### src/rtl/x_rams_dp_clr.sv
// Dual-read-port distributed RAM with AND-ed write enables, optional registered
// outputs and a reset-launched sequencer that zeroes the array one word per cycle.
module x_rams_dp_clr #(
  parameter int                         WIDTH      = 8,
  parameter int                         ADDR_WIDTH = 6,
  parameter int                         DEPTH      = 2 ** ADDR_WIDTH,
  parameter logic [DEPTH*WIDTH-1:0]     INIT       = '0,
  parameter bit                         OUT_REG    = 1'b0,
  parameter string                      WRITE_MODE = "READ_FIRST",
  parameter bit                         CLR_ON_RST = 1'b1
) (
  input  logic                  CLK,
  input  logic                  RST,
  input  logic                  WE,
  input  logic                  WE1,
  input  logic                  WE2,
  input  logic [ADDR_WIDTH-1:0] ADR,
  input  logic [WIDTH-1:0]      I,
  input  logic [ADDR_WIDTH-1:0] DPRA,
  output logic [WIDTH-1:0]      SPO,
  output logic [WIDTH-1:0]      DPO,
  output logic                  BUSY
);

  localparam bit WRITE_FIRST = (WRITE_MODE == "WRITE_FIRST");
  localparam logic [ADDR_WIDTH-1:0] LAST_ADR = ADDR_WIDTH'(DEPTH - 1);

  typedef logic [WIDTH-1:0] mem_t [DEPTH];
  typedef enum logic {IDLE, CLEAR} state_t;

  function automatic mem_t init_mem();
    mem_t m;
    for (int k = 0; k < DEPTH; k++) begin
      m[k] = INIT[k*WIDTH +: WIDTH];
    end
    return m;
  endfunction

  mem_t                  mem     = init_mem();
  state_t                state_q = IDLE;
  logic [ADDR_WIDTH-1:0] cnt_q   = '0;

  state_t                state_d;
  logic [ADDR_WIDTH-1:0] cnt_d;
  logic                  clr_we;
  logic                  user_we;
  logic                  adr_ok;
  logic                  dpra_ok;
  logic [WIDTH-1:0]      rd_a;
  logic [WIDTH-1:0]      rd_b;

  assign adr_ok  = (32'(ADR) < DEPTH);
  assign dpra_ok = (32'(DPRA) < DEPTH);
  assign rd_a    = adr_ok  ? mem[ADR]  : '0;
  assign rd_b    = dpra_ok ? mem[DPRA] : '0;

  assign BUSY    = (state_q == CLEAR);
  assign user_we = WE & WE1 & WE2 & ~BUSY & ~RST & adr_ok;

  // Clear sequencer: RST always (re)starts from word 0; release walks the array.
  always_comb begin
    state_d = state_q;
    cnt_d   = cnt_q;
    clr_we  = 1'b0;
    if (CLR_ON_RST) begin
      if (RST) begin
        state_d = CLEAR;
        cnt_d   = '0;
      end else if (state_q == CLEAR) begin
        clr_we = 1'b1;
        if (cnt_q == LAST_ADR) begin
          state_d = IDLE;
          cnt_d   = '0;
        end else begin
          cnt_d = cnt_q + 1'b1;
        end
      end
    end
  end

  always_ff @(posedge CLK) begin
    state_q <= state_d;
    cnt_q   <= cnt_d;
  end

  always_ff @(posedge CLK) begin
    if (clr_we) begin
      mem[cnt_q] <= '0;
    end else if (user_we) begin
      mem[ADR] <= I;
    end
  end

  generate
    if (OUT_REG) begin : g_reg
      logic [WIDTH-1:0] spo_p1 = '0;
      logic [WIDTH-1:0] dpo_p1 = '0;

      // Output register stage: collision bypass selects old or new word.
      always_ff @(posedge CLK) begin
        if (RST || BUSY) begin
          spo_p1 <= '0;
          dpo_p1 <= '0;
        end else begin
          spo_p1 <= (WRITE_FIRST && user_we) ? I : rd_a;
          dpo_p1 <= (WRITE_FIRST && user_we && (DPRA == ADR)) ? I : rd_b;
        end
      end

      assign SPO = spo_p1;
      assign DPO = dpo_p1;
    end else begin : g_comb
      assign SPO = rd_a;
      assign DPO = rd_b;
    end
  endgenerate

endmodule

### config.mk
export PLATFORM = sky130hd
export DESIGN_NAME = x_rams_dp_clr
export DESIGN_NICKNAME = d
export VERILOG_FILES = /design/src/rtl/x_rams_dp_clr.sv
export SDC_FILE = /design/constraint.sdc
export NUM_CORES = 1
export LEC_CHECK = 0
export ABC_AREA = 1
export ABC_CLOCK_PERIOD_IN_PS = 3300
export CAP_MARGIN = 20
export CORE_ASPECT_RATIO = 2
export CORE_MARGIN = 8
export CORE_UTILIZATION = 30
export CTS_BUF_LIST = sky130_fd_sc_hd__clkbuf_8
export DETAILED_ROUTE_END_ITERATION = 10
export GPL_ROUTABILITY_DRIVEN = 0
export PLACE_DENSITY = 0.44
export RECOVER_POWER = 50
export SYNTH_ARGS = -nofsm -noshare
export SYNTH_HDL_FRONTEND = slang
export SYNTH_SLANG_ARGS = --single-unit
### constraint.sdc
create_clock -name CLK -period 3.3 [get_ports CLK]
set_clock_uncertainty 0.05 [all_clocks]
set_input_delay 0.495 -clock CLK [delete_from_list [all_inputs] [get_ports CLK]]
set_output_delay 0.495 -clock CLK [all_outputs]
set_load 0.02 [all_outputs]
### After elaboration in Yosys (flattened, before gate mapping)

Memories as Yosys holds them, arrays and structs flattened.
Cells that the tools add are included.

* bits in registers: 7
* RAM bits: 512
* logic and storage cells: 25
* memories kept: 1

* add/subtract/negate cells: 1
* equal/unequal tests: 1
* muxes and demuxes: 13
* bitwise operators: 6
* reduce and logical (&&, ||, !) cells: 1

Memory list
* mem: depth 64, width 8, rd ports 2, clocked after Yosys merged registers in 0, write ports 1, line 39 `mem_t mem = init_mem();`

Operators with widths (number)
* $mux W6: 2
* $mux W1: 10
* $mux W8: 1
* $reduce_or A8 Y1: 1
* $add A6 B1 Y6 const B: 1
* $eq A6 B6 Y1 const B: 1
* $and A1 B1 Y1: 4
* $not A1 Y1: 2

### Logic depth before layout (Yosys ltp)

* depth after elaboration: 9
* mapped depth: 12
* gate-level depth less buffers: 9

### Worst setup path after synthesis

No wires, ideal clock.

* path kind: input-to-reg
* start point: input WE2
* end point: memory mem[0][0] in the netlist's numbering (data pin)
* library setup time: 0.499 ns
* data arrival time: 2.409 ns
* slack: 0.342 ns
* stages on the path: 5
* path buffers: 1
* path through: nand2_1 -> nor2_1 -> nand3_2 -> buf_2 -> nor2_1

* cells in the longest elaborated chain, start to end: 8

Ends and longest elaborated chain
* start: declaration: line 16 `input logic WE2,`
* $and A1 B1 Y1 (3 in a row): line 58 `assign user_we = WE & WE1 & WE2 & ~BUSY & ~RST & adr_ok;`
* $mux W1: line 89 `end else if (user_we) begin`
* $mux W1: line 87 `if (clr_we) begin`
* $mux W1 (implied by the code): line 90 `mem[ADR] <= I;`
* $reduce_or A8 Y1 (no source line)
* $mux W8 (no source line)
* end: declaration: line 39

Every way passes these cells.

### Final worst setup path

* start point: input ADR[3]
* end point: output SPO[6]

* cells in the longest elaborated chain, start to end: 1

Ends and longest elaborated chain
* start: declaration: line 17 `input logic [ADDR_WIDTH-1:0] ADR,`
* $mem_v2 Z64 W8
* end: declaration: line 20 `output logic [WIDTH-1:0] SPO,`

Every way passes these cells.

==> run summary <==
Critical Path AT: 2.60 ns
Hold Path End: cnt_q[1]
Skew-Pair Late Insertion Delay: 0.74 ns
# rows: 154
Post-DRT Antenna Nets: 0
Fin area: 31700 um^2
DR WL/cell: 23.4 um
Pwr dens: 465 nW/um^2
Ys async rst share: 0%
Die width: 226 um
Reg-to-Reg End: mem[22][7]
Die area: 98600 um^2
Post-CTS setup buffers: 0
Source of the worst hold timing path: cnt_q[1]
1st-iter DRT viols: 1964
Power share of the clock group: 40.0%
Post-synth top area share: 58.1%
Largest net degree at the start of global routing: 65
Max-Slew Margin vs Limit: 37.6%
Initial antenna violation count: 1
Synth warnings: 0
Leak Pwr: 0.0127 uW
Critical path class: input pin to output pin
Hold Fails Final Rpt: 0
Starting Density: 30.2%
Final wirelength: 104000 um
Die Ht: 436 um
Final period util: 95.3%
Post-layout min period: 3.15 ns
Endpoints failing setup: 0
# DRC: 0
Worst Reg-to-Reg Cells: 9
FILL cells: 8961
Placed Area: 30100 um^2
Post-synth top area cell: edfxtp_1
Netlist cell types: 25
Final Max Slew Viols: 0
Worst Hold Depth: 2
R2r setup slk: 0.21 ns
CP max-delay cell: clkdlybuf4s50_1
Crit-path max cell delay: 0.45 ns
GRT overflow: 0
RSZ-0062 raised after global routing: no
PortBufs: 41
Synth Area per Inst: 8.62 um^2
Register area: 15500 um^2
GRT Resource Usage Total: 20.7%
Post-synthesis sequential area ratio: 58.6%
CTS tree: done
Flop pwr share: 48.6%
# hold bufs at CTS: 0
First-pass GRT wire length: 151000 um
Root buffer cell: clkbuf_8
Worst setup margin: 0.154 ns
TritonRoute pass-1 iters: 6
Share of layout cells above drive strength 1: 11.4%
Int Pwr: 10800 uW
Via/cell ratio: 5.20
Crit-path cells: clkdlybuf4s50_1 > buf_12 > inv_1 > buf_12 > buf_12 > nand2_1 > nand3_1 > nand3_1 > nand2_1 > dlygate4sd2_1
WP data required: 2.75 ns
Multi-input gate area: 9960 um^2
Worst vdd ir: 0.421 mV
Startpoint types: input pin
Psw: 3970 uW
Most frequent cell after synthesis: nand2_1
Clock Sinks: 519
Cts bufs inserted: 85
Core area: 87700 um^2
I/O pin count: 42
Clock slew at reported path FFs: 0.07 ns
Post-synth EDFFs: 512
Syn_nets: 3096
Net Sw Frac: 26.9%
Maxcap violations: 0
Fmax achieved: 318 MHz
Worst reg2reg path startpoint: BUSY
Pwr Total: 14700 uW
Max FO, Critical Path: 17
Post-synth top flop: edfxtp_1
Dpl hpwl: 64700 um
Area delta synth->final: 19.7%
Top delay family on crit path: buffers and inverters
Vias: 23100
Most frequent cells after synthesis: nand2_1 (1313), nand3_1 (875), edfxtp_1 (512)
Post-Syn Instances: 3070
H-Tree Level Count: 3
Worst setup EP type: output pin
Max Root-Sink Buffers: 3
Final net count: 3230
Setup TNS Final: 0 ns
Number of global-route vias before repair: 22400
Dpl ws: -0.0798 ns
Class of the worst hold path: register to register
Mapped cell area: 26500 um^2
Largest cells by area after synthesis: edfxtp_1 (58%), nand2_1 (19%), nand3_1 (17%)
Buf/Inv on CP: 6
Share of total power in combinational logic: 11.4%
CP dominant cell by count: buf_12
Seq cells post-synth: 519
Slew of the pin with the lowest slew margin: 0.936 ns
Status: completed
-- tightest hold or removal path, delay by kind of cell, from the launching register on --
kind                   cells  cell delay [ns]
DFF                        1             0.33
buffers and inverters      1             0.07
AOI/OAI and AO/OA          1             0.06
-- stage by stage --
step / util [%] / hold WS, ns / instances
after CTS: 36.2 / 0.399 / 4441
final: 36.1 / 0.448 / 4443
after floorplan: - / 0.415 / 3070
after global routing: 36.1 / 0.444 / 4442
after global placement: 34.3 / 0.440 / 4287
after detailed placement: 34.3 / 0.436 / 4287
-- cell type report --
class | instances | share of cell area (%)
Inverter | 31 | 0.430
Antenna cell | 2 | 0.0158
Clock buffer | 86 | 3.73
Timing Repair Buffer | 268 | 9.19
Clock inverter | 68 | 1.62
Sequential cell | 519 | 49.0
Tap cell | 1170 | 4.62
Multi-Input combinational cell | 2299 | 31.4
-- routing by layer --
layer  global-route usage, %  part of all wire, %  up-vias
met1                    27.0                   43    11300
met3                    3.27                  5.8      183
li1                        -                    -    10800
met4                    8.54                  3.4        0
met5                       0                    0        -
met2                    33.7                   48      826
-- flip-flops by register name (all words and copies together) (netlist names) --
| register | flops |
|---|---|
| cnt_q | 6 |
| BUSY | 1 |
| mem | 512 |
-- how the worst max path moves through the flow --
stage | cells after the start | slack, ns | endpoint | from
after global routing | 9 | 0.07 | SPO[3] | mem[31][3]
after floorplan | 5 | 0.34 | mem[0][0] | WE2
after global placement | 8 | -0.11 | SPO[6] | ADR[3]
after CTS | 9 | 0.001 | SPO[4] | mem[29][4]
after detailed placement | 8 | -0.08 | SPO[6] | ADR[3]
final | 10 | 0.15 | SPO[6] | ADR[3]
-- power by group through the flow --
stage | registers [uW] | clock network [uW] | logic (uW)
after CTS | 7160 | 6050 | 1670
after floorplan | 7300 | 0 | 866
final | 7160 | 5900 | 1680
after global placement | 7300 | 0 | 1680
after global routing | 7160 | 6290 | 1790
after detailed placement | 7300 | 0 | 1670
-- cell usage in the layout, fill, tap and decap left out, types with 4 or more instances in the layout --
master              n
nor3_1              4
nor2_4              8
nand2_1          1313
a21oi_1             4
inv_2               5
edfxtp_1          512
bufinv_16           8
clkinv_1           25
clkdlybuf4s50_1    19
inv_8               4
clkinv_2            6
dlymetal6s2s_1      6
dlygate4sd2_1      10
nor2_1             69
nand4_2             8
buf_12             64
dfxtp_1             7
o21ai_0             5
inv_1              43
nand3_1           874
clkbuf_8           88
buf_4             157
-- repair_timing --
action / 4_1_cts / 5_1_grt
endpoints found under the hold margin: 0 / 0
pin swaps: 0 / 0
endpoints found under the setup margin: 10 / 6
resized for setup: 12 / 6
-- cell families (layout without fill, tap and decap cells) --
kind of cell,count (synthesis),count (layout),share of synthesized area (%)
flops,519,519,58.6
compound gates,17,17,0.539
buf+inv,252,453,3.98
simple gates,2281,2281,36.8
fa+ha+maj,1,1,0.0473
other cells,0,2,0
(Power assumes the default switching activity.)
